## src/rtl/srec_boot_pkg.sv

```systemverilog
// Shared types for the SREC boot controller: FSM state encoding and write-buffer entry layout.
// Latency: n/a (types only).  Backpressure: n/a.
package srec_boot_pkg;

    localparam int ENTRY_W    = 40;
    localparam int BYTE_CNT_W = 24;

    typedef enum logic [2:0] {
        ST_IDLE  = 3'd0,
        ST_LOAD  = 3'd1,
        ST_DRAIN = 3'd2,
        ST_RUN   = 3'd3,
        ST_FAIL  = 3'd4
    } state_t;

    typedef struct packed {
        logic [31:0] addr;
        logic [7:0]  dat;
    } fifo_entry_t;

endpackage

```

## src/rtl/srec_write_fifo.sv

```systemverilog
// Synchronous write buffer with flush; head entry visible combinationally.
// Latency: push to non-empty head is 1 cycle.  Backpressure: caller must not push when full unless popping.
module srec_write_fifo #(
    parameter int DEPTH = 4,
    parameter int WIDTH = 40
) (
    input  logic             clock,
    input  logic             reset_n,
    input  logic             push,
    input  logic             pop,
    input  logic             flush,
    input  logic [WIDTH-1:0] push_dat,
    output logic             full,
    output logic             empty,
    output logic [WIDTH-1:0] head_dat
);

    localparam int AW = $clog2(DEPTH);
    localparam logic [AW:0] PTR_ONE = {{AW{1'b0}}, 1'b1};

    logic [AW:0]      wr_ptr;
    logic [AW:0]      rd_ptr;
    logic [WIDTH-1:0] store [DEPTH];

    always_ff @(posedge clock or negedge reset_n) begin
        if (!reset_n) begin
            wr_ptr <= '0;
            rd_ptr <= '0;
        end else if (flush) begin
            wr_ptr <= '0;
            rd_ptr <= '0;
        end else begin
            if (push) wr_ptr <= wr_ptr + PTR_ONE;
            if (pop)  rd_ptr <= rd_ptr + PTR_ONE;
        end
    end

    // When full, push and pop share a slot: the head is read before the edge overwrites it.
    always_ff @(posedge clock) begin
        if (push && !flush) store[wr_ptr[AW-1:0]] <= push_dat;
    end

    assign empty    = (wr_ptr == rd_ptr);
    assign full     = (wr_ptr[AW] != rd_ptr[AW]) && (wr_ptr[AW-1:0] == rd_ptr[AW-1:0]);
    assign head_dat = store[rd_ptr[AW-1:0]];

endmodule

```

## src/rtl/srec_boot_controller.sv

```systemverilog
// Boot sequencer: buffers parser writes into memory, ends load on idle timeout, then releases the CPU.
// Latency: parser write to mem_write is 1 cycle; status registered.  Backpressure: mem_ready stalls the FIFO; parser cannot stall, so overrun is a FAIL.
// Optional SREC_BOOT_CONTROLLER_SUM_EN builds the image_sum adder.
module srec_boot_controller
    import srec_boot_pkg::*;
#(
    parameter int FIFO_DEPTH   = 4,
    parameter int IDLE_TIMEOUT = 1000000
) (
    input  logic                  clock,
    input  logic                  reset_n,
    input  logic                  start,
    input  logic [31:0]           wr_address,
    input  logic [7:0]            wr_byte,
    input  logic                  wr_enable,
    input  logic                  format_error,
    input  logic                  checksum_error,
    output logic                  parser_clear,
    output logic [31:0]           mem_address,
    output logic [7:0]            mem_wdata,
    output logic                  mem_write,
    input  logic                  mem_ready,
    input  logic [31:0]           cpu_address,
    input  logic                  cpu_req,
    output logic                  cpu_ack,
    output logic                  cpu_reset_n,
    output logic                  busy,
    output logic                  done,
    output logic                  fail,
    output logic                  overflow,
    output logic [BYTE_CNT_W-1:0] byte_count,
    output logic [15:0]           image_sum
);

    localparam int IDLE_W = $clog2(IDLE_TIMEOUT);
    localparam logic [IDLE_W-1:0] IDLE_LAST = IDLE_W'(IDLE_TIMEOUT - 1);

    state_t            state;
    state_t            state_nxt;
    logic [IDLE_W-1:0] idle_cnt;
    logic              pushed_any;
    logic              active;
    logic              start_acc;
    logic              err;
    logic              ovf_evt;
    logic              go_fail;
    logic              fifo_full;
    logic              fifo_empty;
    logic              fifo_push;
    logic              fifo_pop;
    logic              fifo_flush;
    fifo_entry_t       push_ent;
    fifo_entry_t       head_ent;
    logic [ENTRY_W-1:0] head_dat;

    assign active     = (state == ST_LOAD) || (state == ST_DRAIN);
    assign start_acc  = start && !active;
    assign err        = active && (format_error || checksum_error);
    assign fifo_pop   = active && !fifo_empty && mem_ready;
    assign ovf_evt    = active && wr_enable && fifo_full && !fifo_pop;
    assign fifo_push  = active && wr_enable && !ovf_evt;
    assign go_fail    = err || ovf_evt;
    assign fifo_flush = start_acc || go_fail;
    assign push_ent   = '{addr: wr_address, dat: wr_byte};
    assign head_ent   = head_dat;

    srec_write_fifo #(
        .DEPTH (FIFO_DEPTH),
        .WIDTH (ENTRY_W)
    ) u_fifo (
        .clock    (clock),
        .reset_n  (reset_n),
        .push     (fifo_push),
        .pop      (fifo_pop),
        .flush    (fifo_flush),
        .push_dat (push_ent),
        .full     (fifo_full),
        .empty    (fifo_empty),
        .head_dat (head_dat)
    );

    // Errors take priority over the idle timeout and over a late parser write.
    always_comb begin
        state_nxt = state;
        case (state)
            ST_IDLE, ST_RUN, ST_FAIL: if (start_acc) state_nxt = ST_LOAD;
            ST_LOAD: begin
                if (go_fail)
                    state_nxt = ST_FAIL;
                else if (!wr_enable && pushed_any && idle_cnt == IDLE_LAST)
                    state_nxt = ST_DRAIN;
            end
            ST_DRAIN: begin
                if (go_fail)         state_nxt = ST_FAIL;
                else if (wr_enable)  state_nxt = ST_LOAD;
                else if (fifo_empty) state_nxt = ST_RUN;
            end
            default: state_nxt = ST_IDLE;
        endcase
    end

    always_ff @(posedge clock or negedge reset_n) begin
        if (!reset_n) begin
            state        <= ST_IDLE;
            idle_cnt     <= '0;
            pushed_any   <= 1'b0;
            byte_count   <= '0;
            parser_clear <= 1'b0;
            cpu_reset_n  <= 1'b0;
            busy         <= 1'b0;
            done         <= 1'b0;
            fail         <= 1'b0;
            overflow     <= 1'b0;
        end else begin
            state        <= state_nxt;
            parser_clear <= start_acc;
            cpu_reset_n  <= (state_nxt == ST_RUN);
            busy         <= (state_nxt == ST_LOAD) || (state_nxt == ST_DRAIN);
            done         <= (state_nxt == ST_RUN);
            fail         <= (state_nxt == ST_FAIL);
            if (start_acc) begin
                idle_cnt   <= '0;
                pushed_any <= 1'b0;
                byte_count <= '0;
                overflow   <= 1'b0;
            end else begin
                if (ovf_evt) overflow <= 1'b1;
                if (active && wr_enable) begin
                    idle_cnt   <= '0;
                    pushed_any <= 1'b1;
                end else if (state == ST_LOAD && idle_cnt != IDLE_LAST) begin
                    idle_cnt <= idle_cnt + IDLE_W'(1);
                end
                if (fifo_pop && byte_count != '1)
                    byte_count <= byte_count + BYTE_CNT_W'(1);
            end
        end
    end

`ifdef SREC_BOOT_CONTROLLER_SUM_EN
    always_ff @(posedge clock or negedge reset_n) begin
        if (!reset_n)      image_sum <= '0;
        else if (start_acc) image_sum <= '0;
        else if (fifo_pop)  image_sum <= image_sum + {8'h00, head_ent.dat};
    end
`else
    assign image_sum = '0;
`endif

    // Memory port: FIFO head while loading, CPU pass-through in RUN, idle otherwise.
    always_comb begin
        mem_address = '0;
        mem_wdata   = '0;
        mem_write   = 1'b0;
        cpu_ack     = 1'b0;
        if (active) begin
            mem_write   = !fifo_empty;
            mem_address = head_ent.addr;
            mem_wdata   = head_ent.dat;
        end else if (state == ST_RUN) begin
            mem_address = cpu_address;
            cpu_ack     = cpu_req && mem_ready;
        end
    end

endmodule

```

## config.mk

```make
export PLATFORM = sky130hd
export DESIGN_NAME = srec_boot_controller
export DESIGN_NICKNAME = d
export VERILOG_FILES = /design/src/rtl/srec_boot_pkg.sv /design/src/rtl/srec_write_fifo.sv /design/src/rtl/srec_boot_controller.sv
export SDC_FILE = /design/constraint.sdc
export NUM_CORES = 1
export LEC_CHECK = 0
export ABC_AREA = 1
export CORE_MARGIN = 1.5
export CORE_UTILIZATION = 55
export CTS_CLUSTER_SIZE = 8
export DETAILED_ROUTE_END_ITERATION = 12
export GPL_TIMING_DRIVEN = 0
export PLACE_DENSITY = 0.84
export SLEW_MARGIN = 5
export SYNTH_ARGS = -nofsm -noshare
export SYNTH_HDL_FRONTEND = slang
export SYNTH_SLANG_ARGS = --single-unit
```

## constraint.sdc

```tcl
create_clock -name clock -period 7.1 [get_ports clock]
set_clock_uncertainty 0.2 [all_clocks]
set_input_delay 1.42 -clock clock [delete_from_list [all_inputs] [get_ports clock]]
set_output_delay 1.42 -clock clock [all_outputs]
set_load 0.02 [all_outputs]
```

==> results.md, run 1 <==
| Metric | Reported |
| --- | --- |
| Quantity of I/O buffers inserted on ports | 151 |
| Result of the run | completed |
| Critical-path maximum fanout | 10 |
| Wire length of the first global-routing pass | 41200 um |
| Leading cell types in the layout, fill and taps excluded | nand2_1, edfxtp_1, clkdlybuf4s50_1 |
| Min Tclk post-route | 4750 ps |
| Netlist area before placement | 10100 sq um |
| Fmax achieved | 210 MHz |
| Number of vias per cell after detailed routing | 5.65 |
| Count of antenna diodes in the layout | 0 |
| Synth top area share | 0.473 |
| # clock sinks | 219 |
| Post-synthesis instance total | 1003 |
| CTS tree | yes |
| Fraction of the core area covered by cells at the end of the flow | 0.722 |
| Final TNS setup | 0 ps |
| Height of the die | 139 um |
| Share of post-route cells with drive strength above 1 | 0.0862 |
| Clock insertion delay at the later pin of the skew report | 530 ps |
| Violation count after the first detailed-route iteration | 749 |
| Top post-synthesis cells by area | edfxtp_1, dfrtp_1, nand2_1, inv_1, nand3_1 |
| Max capacitance violation total | 0 |
| #FFs+latches synth | 219 |
| Total track usage | 0.266 |
| Pin count of the biggest net entering global routing | 34 |
| Number of rows in the core area | 49 |
| Net switching power | 0.00118 W |
| Top_reg_cell synth | edfxtp_1 |
| Kind of end point of the critical path | primary output |
| Aggregate routed wire length | 26000 um |
| Worst min path class | reg -> reg |
| # hold bufs at CTS | 0 |
| Chip Width | 139 um |
| Pwr Density | 293 nW/um^2 |
| Number of global-route vias before repair | 8234 |
| Clock tree root buffer cell | clkbuf_16 |
| Final-stage net count | 1294 |
| Period utilisation layout | 0.670 |
| Setup repair after global routing missed its margin | false |
| Critical path start-end classification | reg -> out |
| Switching power as a share of total power | 0.308 |
| Final setup viols | 0 |
| Post-cts gate resize count | 0 |
| Pin slew with the least headroom to its limit | 833 ps |
| Cell accounting for the most synthesized area | edfxtp_1 |
| Post-route ant nets | 0 |
| Asr flop ratio synth | 0.269 |
| Final Hold Vio Count | 0 |
| Relative slew slack | 0.443 |
| Average cell area after synthesis | 10.1 sq um |
| Ports | 168 |
| Area grow syn2layout | 28.2% |
| Data arrival time at the worst-slack endpoint | 3130 ps |
| Internal power component | 0.00264 W |
| Die Area | 19300 sq um |
| Total via count after detailed routing | 8237 |
| Max-slew violation count | 0 |
| Number of buffers inserted by post-CTS setup repair | 0 |
| WP data required | 5480 ps |
| CTS Buf Count | 31 |
| Unique masters post-synth | 37 |
| Final GP Congestion | 0.920 |
| Standby leakage power | 5.15 nW |
| Max VDD drop | 0.269 mV |
| Global route overflow | 0 |
| Dpl hpwl | 17100 um |
| Proportion of power drawn by the clock network | 0.347 |
| Number of flops mapped to enable cells by yosys | 160 |
| Sequential cell area fraction in the yosys report | 0.619 |
| Initial core utilization | 0.563 |
| Maximum level of the CTS H-tree | 1 |
| Register share of total power | 0.392 |
| Clock edge transition at the registers on the reported setup and hold paths | 50 ps |
| Initial antenna violation count | 0 |
| Commonest non-fill, non-tap cell in the layout | nand2_1 |
| Clock tree buffer depth | 3 |
| Router iterations before antenna repair | 5 |
| Crit start category | flip-flop |
| Total DRC errors in the routed layout | 0 |
| Average wire per standard cell | 17.8 um |
| Core Area | 18000 sq um |
| Count of yosys warnings during synthesis | 0 |
| Gate power share | 0.261 |
## final cells by class
cell class	instances	area [sq um]
sequential	219	6280
clock buffer	53	858
multi-input combinational	626	3230
clock inverter	2	15.0
tap	229	287
buffer	57	294
fill	1256	5010
timing repair buffer	156	1610
inverter	116	435
## critical path: stages, from the launching register on
cell             delay (ps)
dfrtp_1                 340
buf_2                   200
clkbuf_1                400
buf_1                   480
nor2_1                  140
o22ai_1                 250
nand2_1                  90
inv_1                    80
clkdlybuf4s50_1         610
## routing by layer
metal / global-route usage / wire (um) / vias up / part of all wire
met4: 0.0707 / 532 / 0 / 0.020
met3: 0.0549 / 2230 / 50 / 0.086
li1: - / - / 3837 / -
met5: 0 / 0 / - / 0
met2: 0.466 / 13200 / 459 / 0.51
met1: 0.337 / 9970 / 3891 / 0.38
## cell families (layout without fill, tap and decap cells)
logic type               count (synthesis)  count (layout)  share of synthesized area
XOR/XNOR                                10              10                    0.00863
flip-flops                             219             219                      0.619
AO/OA/AOI/OAI                          183             183                      0.113
other                                    1              16                   0.000369
adder cells (fa/ha/maj)                  7               7                    0.00863
buffers and inverters                  173             384                     0.0719
AND/OR/NAND/NOR                        410             410                      0.179
## path summary, 6_finish.rpt
check | startpoint | endpoint | slack [ps] | cells after the start
min in group asynchronous | reset_n | idle_cnt[17] | 710 | 1
max in group asynchronous | reset_n | byte_count[21] | 5370 | 2
setup reg to reg | u_fifo.rd_ptr[1] | u_fifo.store[0][1] | 3860 | 11
hold / removal | idle_cnt[2] | idle_cnt[2] | 320 | 2
setup / recovery | u_fifo.rd_ptr[0] | mem_wdata[5] | 2350 | 8
hold reg to reg | idle_cnt[2] | idle_cnt[2] | 320 | 2
## flip-flops by register name, summed over array words and instances, names as in the netlist
| register | count |
|---|---|
| u_fifo.store | 160 |
| byte_count | 24 |
| idle_cnt | 20 |
| state | 3 |
| u_fifo.rd_ptr | 3 |
| u_fifo.wr_ptr | 3 |
| busy | 1 |
| done | 1 |
| fail | 1 |
| overflow | 1 |
| parser_clear | 1 |
| pushed_any | 1 |
## synth_stat cells (6+ instances only)
| library cell | count |
|---|---|
| buf_1 | 7 |
| o21ai_2 | 9 |
| dfrtp_1 | 59 |
| nand2_1 | 198 |
| o22ai_1 | 8 |
| xor2_1 | 9 |
| edfxtp_1 | 160 |
| buf_2 | 7 |
| nor3_2 | 6 |
| buf_4 | 17 |
| o21ai_0 | 66 |
| nand4_1 | 17 |
| ha_1 | 7 |
| a21oi_1 | 56 |
| inv_2 | 7 |
| nand3_1 | 71 |
| nand2_2 | 6 |
| inv_1 | 109 |
| nor3_1 | 17 |
| a32o_1 | 32 |
| nor2_1 | 83 |
| clkbuf_1 | 25 |
## through the flow
step / hold slack, ps / cell area [sq um] / setup slack (ps) / total power (W) / instances
global placement: 303 / 12000 / 747 / 0.00247 / 1398
detailed placement: 306 / 12100 / 2730 / 0.00250 / 1403
global route: 337 / 13000 / 2210 / 0.00397 / 1458
finish: 319 / 13000 / 2350 / 0.00382 / 1458
CTS: 324 / 13000 / 2410 / 0.00382 / 1458
floorplan: 283 / 10200 / 2770 / 0.00208 / 1018
## power by group through the flow
stage          registers [W]  logic (W)  clock network [W]
5_1_grt              0.00150    0.00108            0.00139
3_3_place_gp         0.00152   0.000951                  0
6_report             0.00150   0.000996            0.00132
2_1_floorplan        0.00153   0.000555                  0
4_1_cts              0.00150   0.000995            0.00133
3_5_place_dp         0.00152   0.000985                  0
(Power assumes the default switching activity.)
==> run 2: changes to the inputs <==
Settings changed: CORE_UTILIZATION 55 to 48, PLACE_DENSITY 0.84 to 0.78.
Clock period 7.1 ns to 4.35 ns, I/O delays scaled along.
==> run 2 against run 1 <==
Hold slack lost 120 ps. Sequential share of layout area shrank 0.069 points. Power grew 63%. Combinational power grew 63%. Register-to-register slack lost 2800 ps. Die area grew 14%.
==> results.md, run 2 (synthesized netlist as in run 1, its figures left out) <==
| Metric | Reported |
| --- | --- |
| Result of the run | completed |
| Quantity of I/O buffers inserted on ports | 151 |
| Clock edge transition at the registers on the reported setup and hold paths | 50 ps |
| # hold bufs at CTS | 0 |
| Min Tclk post-route | 4160 ps |
| Clock tree buffer depth | 3 |
| Standby leakage power | 5.14 nW |
| Aggregate routed wire length | 25700 um |
| Pin slew with the least headroom to its limit | 782 ps |
| Post-layout worst setup margin | 194 ps |
| Global route overflow | 0 |
| Post-cts gate resize count | 0 |
| Wire length of the first global-routing pass | 40900 um |
| Dominant cell type by count on the critical path | clkbuf_1 |
| Pwr Density | 478 nW/um^2 |
| Post-route ant nets | 0 |
| Max capacitance violation total | 0 |
| Total design power | 0.00623 W |
| CTS Buf Count | 31 |
| Initial antenna violation count | 0 |
| Worst min path class | in -> async |
| Setup Slack @ Placement | 617 ps |
| Final setup viols | 0 |
| Crit start category | flip-flop |
| WP data required | 3280 ps |
| Final worst hold slack | 200 ps |
| # clock sinks | 219 |
| Total track usage | 0.235 |
| Max-slew violation count | 0 |
| Number of vias per cell after detailed routing | 5.41 |
| Critical path origin | u_fifo.rd_ptr[0] |
| Worst path slowest cell | clkdlybuf4s50_1 |
| Count of antenna diodes in the layout | 0 |
| Core Area | 20900 sq um |
| Final GP Congestion | 0.929 |
| Leading cell types in the layout, fill and taps excluded | nand2_1, edfxtp_1, clkdlybuf4s50_1 |
| Worst Setup EP | mem_address[3] |
| Die Area | 22000 sq um |
| Fraction of the core area covered by cells at the end of the flow | 0.624 |
| Total DRC errors in the routed layout | 0 |
| Ports | 168 |
| Number of flip-flops in the largest register | 160 |
| Reg2Reg Capture Point | u_fifo.store[2][31] |
| Clock insertion delay at the later pin of the skew report | 550 ps |
| Dpl hpwl | 17200 um |
| Kind of end point of the critical path | primary output |
| Chip Width | 148 um |
| Buffers & Inverters on Critical Path | 4 |
| Final-stage net count | 1293 |
| CTS tree | yes |
| Final Hold Vio Count | 0 |
| Data arrival time at the worst-slack endpoint | 3090 ps |
| Total via count after detailed routing | 8057 |
| Violation count after the first detailed-route iteration | 490 |
| Number of global-route vias before repair | 7976 |
| Setup repair after global routing missed its margin | false |
| Commonest non-fill, non-tap cell in the layout | nand2_1 |
| Fmax achieved | 241 MHz |
| Share of post-route cells with drive strength above 1 | 0.0864 |
| Worst reg2reg setup slack | 1110 ps |
| Relative slew slack | 0.479 |
| Maximum level of the CTS H-tree | 1 |
| Clock tree root buffer cell | clkbuf_16 |
| Height of the die | 148 um |
| Final TNS setup | 0 ps |
| Average wire per standard cell | 17.3 um |
| Critical-path maximum fanout | 10 |
| Period utilisation layout | 0.955 |
| Cell-by-cell listing of the critical path | buf_2 > clkbuf_1 > clkbuf_1 > a21oi_1 > o21ai_0 > a32o_1 > clkdlybuf4s50_1 |
| Max VDD drop | 0.426 mV |
| R2r worst-path depth | 11 |
| Startpoint of the worst-slack reg-to-reg timing path | u_fifo.rd_ptr[1] |
| Stages on worst setup path | 7 |
| Number of buffers inserted by post-CTS setup repair | 0 |
| Router iterations before antenna repair | 7 |
| Initial core utilization | 0.486 |
| Number of rows in the core area | 53 |
| Critical path's top delay family | buffers and inverters |
| Area grow syn2layout | 28.4% |
| Critical path start-end classification | reg -> out |
| Pin count of the biggest net entering global routing | 60 |
| Highest cell delay on the worst timing path | 600 ps |
run 2: cell count changes in the layout (fill, tap and decap cells not counted):
cell,delta
clkbuf_1,-13
buf_16,-1
buf_2,-1
buf_4,+1
bufinv_16,+1
inv_16,+1
inv_4,-1
inv_6,-1
run 2: power by group:
part | switching, W | total [W] | internal [W]
Sequential | 0.0000585 | 0.00244 | 0.00238
Clock | 0.000835 | 0.00217 | 0.00133
Combinational | 0.00101 | 0.00162 | 0.000606
run 2: worst reg2reg max path, cell delays in order (launching register included):
cell	delay (ps)
dfrtp_1	400
buf_2	200
nand2_1	80
nand2_1	70
nand3_1	170
nand3_2	200
nand2_1	180
nand2_1	100
nor2_2	170
nand2_1	230
nor2_4	640
buf_12	280
run 2: routing by layer:
layer  vias to the layer above  track usage  part of all wire
met3                        43       0.0567             0.090
met4                         0       0.0629             0.020
met1                      3832        0.296              0.40
met5                         -            0                 0
li1                       3830            -                 -
met2                       352        0.407              0.49
run 2: worst min path at each step:
| stage | slack [ps] | end | start |
|---|---|---|---|
| 2_1_floorplan | 280 | idle_cnt[2] | idle_cnt[2] |
| 3_3_place_gp | 310 | overflow | overflow |
| 3_5_place_dp | 320 | overflow | overflow |
| 4_1_cts | 230 | idle_cnt[9] | reset_n |
| 5_1_grt | 240 | idle_cnt[8] | reset_n |
| 6_report | 200 | idle_cnt[9] | reset_n |
run 2: layout make-up:
cell class | count | area, sq um
Buffer | 57 | 294
Clock buffer | 40 | 810
Clock inverter | 2 | 50.0
Fill cell | 1685 | 7860
Inverter | 116 | 435
Multi-Input combinational cell | 626 | 3230
Sequential cell | 219 | 6280
Tap cell | 275 | 344
Timing Repair Buffer | 155 | 1590
run 2: per-stage QoR:
step | std cells | cell area (sq um)
4_1_cts | 1490 | 13000
6_report | 1490 | 13000
5_1_grt | 1490 | 13000
3_5_place_dp | 1448 | 12200
3_3_place_gp | 1444 | 12100
2_1_floorplan | 1018 | 10200
==> run 3: changes to the inputs <==
Settings changed: ABC_AREA 1 to not set, PLACE_DENSITY 0.78 to 0.79.
==> run 3 against run 2 <==
Sequential share of layout area rose by 2.4 points. Global-route usage fell by 3.1 points. Design area down 4.7%. Sequential cell count unchanged. Clock power about the same. Sequential power down 6%. Combinational power down 64%. Core utilization grew 1.4 points. First-iteration DRC count is 27% lower. Hold slack gained 3.1 ps. Power fell by 20%. Critical path type unchanged. Largest cell class unchanged. Highest routed layer unchanged.
==> results.md, run 3 <==
| Metric | Reported |
| --- | --- |
| Area grow syn2layout | 30.1% |
| Crit start category | flip-flop |
| Critical path origin | u_fifo.rd_ptr[0] |
| Initial core utilization | 0.491 |
| Number of placed instances, taps included | 1072 |
| Critical-path maximum fanout | 10 |
| Number of flops mapped to enable cells by yosys | 160 |
| Fmax achieved | 239 MHz |
| Commonest non-fill, non-tap cell in the layout | edfxtp_1 |
| Critical path's top delay family | buffers and inverters |
| Startpoint of the worst-slack reg-to-reg timing path | u_fifo.rd_ptr[0] |
| Ports | 168 |
| Top post-synthesis cells by area | edfxtp_1, dfrtp_1, mux4_2, a22o_1, buf_4 |
| Number of buffers inserted by post-CTS setup repair | 0 |
| Area of the multi-input gates | 3030 sq um |
| Aggregate routed wire length | 20900 um |
| Highest cell delay on the worst timing path | 650 ps |
| Data arrival time at the worst-slack endpoint | 3120 ps |
| Pin slew with the least headroom to its limit | 807 ps |
| Register area | 6280 sq um |
| Global route overflow | 0 |
| Stages on worst setup path | 5 |
| CTS tree | yes |
| #FFs+latches synth | 219 |
| Clock insertion delay at the later pin of the skew report | 540 ps |
| Die Area | 20700 sq um |
| Top_reg_cell synth | edfxtp_1 |
| Period utilisation layout | 0.963 |
| Chip Width | 144 um |
| Unique masters post-synth | 55 |
| WP data required | 3280 ps |
| Standby leakage power | 4.35 nW |
| Reg2Reg Capture Point | u_fifo.store[3][17] |
| Worst path slowest cell | buf_1 |
| Number of inserted filler cells in the final layout | 1426 |
| Pin count of the biggest net entering global routing | 60 |
| Asr flop ratio synth | 0.269 |
| Result of the run | completed |
| Clock tree root buffer cell | clkbuf_16 |
| Router iterations before antenna repair | 6 |
| Worst Setup EP | mem_address[15] |
| Count of yosys warnings during synthesis | 0 |
| Clock edge transition at the registers on the reported setup and hold paths | 60 ps |
| Leading cell types in the layout, fill and taps excluded | edfxtp_1, clkdlybuf4s50_1, dfrtp_1 |
| Worst min path class | in -> async |
| Cell accounting for the most synthesized area | edfxtp_1 |
| Cell-by-cell listing of the critical path | buf_2 > buf_1 > mux4_2 > a22o_1 > clkdlybuf4s50_1 |
| Most numerous cell types in the synthesized netlist | edfxtp_1, dfrtp_1, mux4_2, nor2_1, nand2_1 |
| Core Area | 19500 sq um |
| Dpl hpwl | 14000 um |
| Post-synthesis instance total | 637 |
| Quantity of I/O buffers inserted on ports | 151 |
| Violation count after the first detailed-route iteration | 358 |
| Share of post-route cells with drive strength above 1 | 0.138 |
| Max VDD drop | 0.363 mV |
| Number of global-route vias before repair | 6186 |
| Top-count cell post-synth | edfxtp_1 |
| Post-route ant nets | 0 |
| Post-layout worst setup margin | 161 ps |
| Average wire per standard cell | 18.5 um |
| Relative slew slack | 0.455 |
| Maximum level of the CTS H-tree | 1 |
| Average cell area after synthesis | 15.0 sq um |
| Height of the die | 144 um |
| Synth top area share | 0.503 |
| Kind of end point of the critical path | primary output |
| Area after detailed placement | 11500 sq um |
| Final design area excluding fillers | 12400 sq um |
| Setup Slack @ Placement | 508 ps |
| Final worst hold slack | 203 ps |
| Buffers & Inverters on Critical Path | 3 |
| Total via count after detailed routing | 6352 |
| # clock sinks | 219 |
| Max-slew violation count | 0 |
| Netlist area before placement | 9550 sq um |
| Worst reg2reg setup slack | 1320 ps |
| Count of antenna diodes in the layout | 0 |
| Total track usage | 0.204 |
| Number of flip-flops in the largest register | 160 |
| Number of vias per cell after detailed routing | 5.64 |
| Clock tree buffer depth | 3 |
| Setup repair after global routing missed its margin | false |
| Final setup viols | 0 |
| Number of cells in the finished layout apart from fillers | 1127 |
| Final GP Congestion | 0.864 |
| Wire length of the first global-routing pass | 32500 um |
| Initial antenna violation count | 0 |
| Min Tclk post-route | 4190 ps |
| Max capacitance violation total | 0 |
| R2r worst-path depth | 6 |
| Number of rows in the core area | 51 |
| Sequential cell area fraction in the yosys report | 0.658 |
| Critical path start-end classification | reg -> out |
| CTS Buf Count | 31 |
| Final-stage net count | 927 |
| Total DRC errors in the routed layout | 0 |
| Pwr Density | 404 nW/um^2 |
| Final Hold Vio Count | 0 |
-- run 3: cell types whose count changed in the layout (fill, tap and decap cells not counted), sizes merged, moves of 31 or more --
cell,previous run,this run
o21ai,78,16
mux4,0,40
a32o,32,0
nand2,208,33
nand3,73,19
inv,117,16
a22o,1,32
nor2,85,34
-- run 3: layer usage --
metal  part of all wire  track usage
met1               0.42        0.277
met2               0.48        0.338
met3              0.080       0.0450
met4              0.019       0.0473
met5                  0            0
-- run 3: what timing repair did --
| item | CTS | global route |
|---|---|---|
| hold endpoints to repair | 0 | 0 |
| setup endpoints to repair | 0 | 20 |
| hold buffers | 0 | 0 |
| resized for setup | 0 | 8 |
-- run 3: worst min-delay path by stage --
stage,startpoint,to,slack [ps],cells after the start
6_report,reset_n,idle_cnt[6],200,1
3_3_place_gp,pushed_any,pushed_any,280,2
5_1_grt,reset_n,idle_cnt[4],260,1
4_1_cts,reset_n,idle_cnt[14],240,1
2_1_floorplan,pushed_any,pushed_any,260,2
3_5_place_dp,overflow,overflow,300,2
-- run 3: through the flow --
| stage | util | setup TNS [ps] | total power [W] |
|---|---|---|---|
| after floorplan | - | 0 | 0.00265 |
| after global placement | 0.588 | -74700 | 0.00290 |
| after detailed placement | 0.593 | 0 | 0.00291 |
| after CTS | 0.638 | 0 | 0.00505 |
| after global routing | 0.638 | 0 | 0.00519 |
| final | 0.638 | 0 | 0.00501 |
-- run 3: final cells by class --
type	instances	share of cell area
Clock buffer	53	0.0691
Multi-Input combinational cell	373	0.244
Clock inverter	2	0.00121
Timing Repair Buffer	155	0.128
Buffer	46	0.0210
Sequential cell	219	0.506
Inverter	14	0.00423
Tap cell	265	0.0267
-- run 3: kinds of logic after synthesis --
| group | Yosys count | share of synthesized area |
|---|---|---|
| DFF | 219 | 0.658 |
| and+or+nand+nor | 177 | 0.102 |
| AOI/OAI and AO/OA | 110 | 0.0823 |
| buffers and inverters | 60 | 0.0317 |
| muxes | 45 | 0.0996 |
| xor gates and xnor gates | 18 | 0.0173 |
| adders and majority gates | 7 | 0.00917 |
| other | 1 | 0.000393 |
-- run 3: report_power, final --
group	internal, W	switching [W]
clock	0.00132	0.000821
sequential	0.00228	0.0000189
combinational	0.000267	0.000309
total	0.00387	0.00115
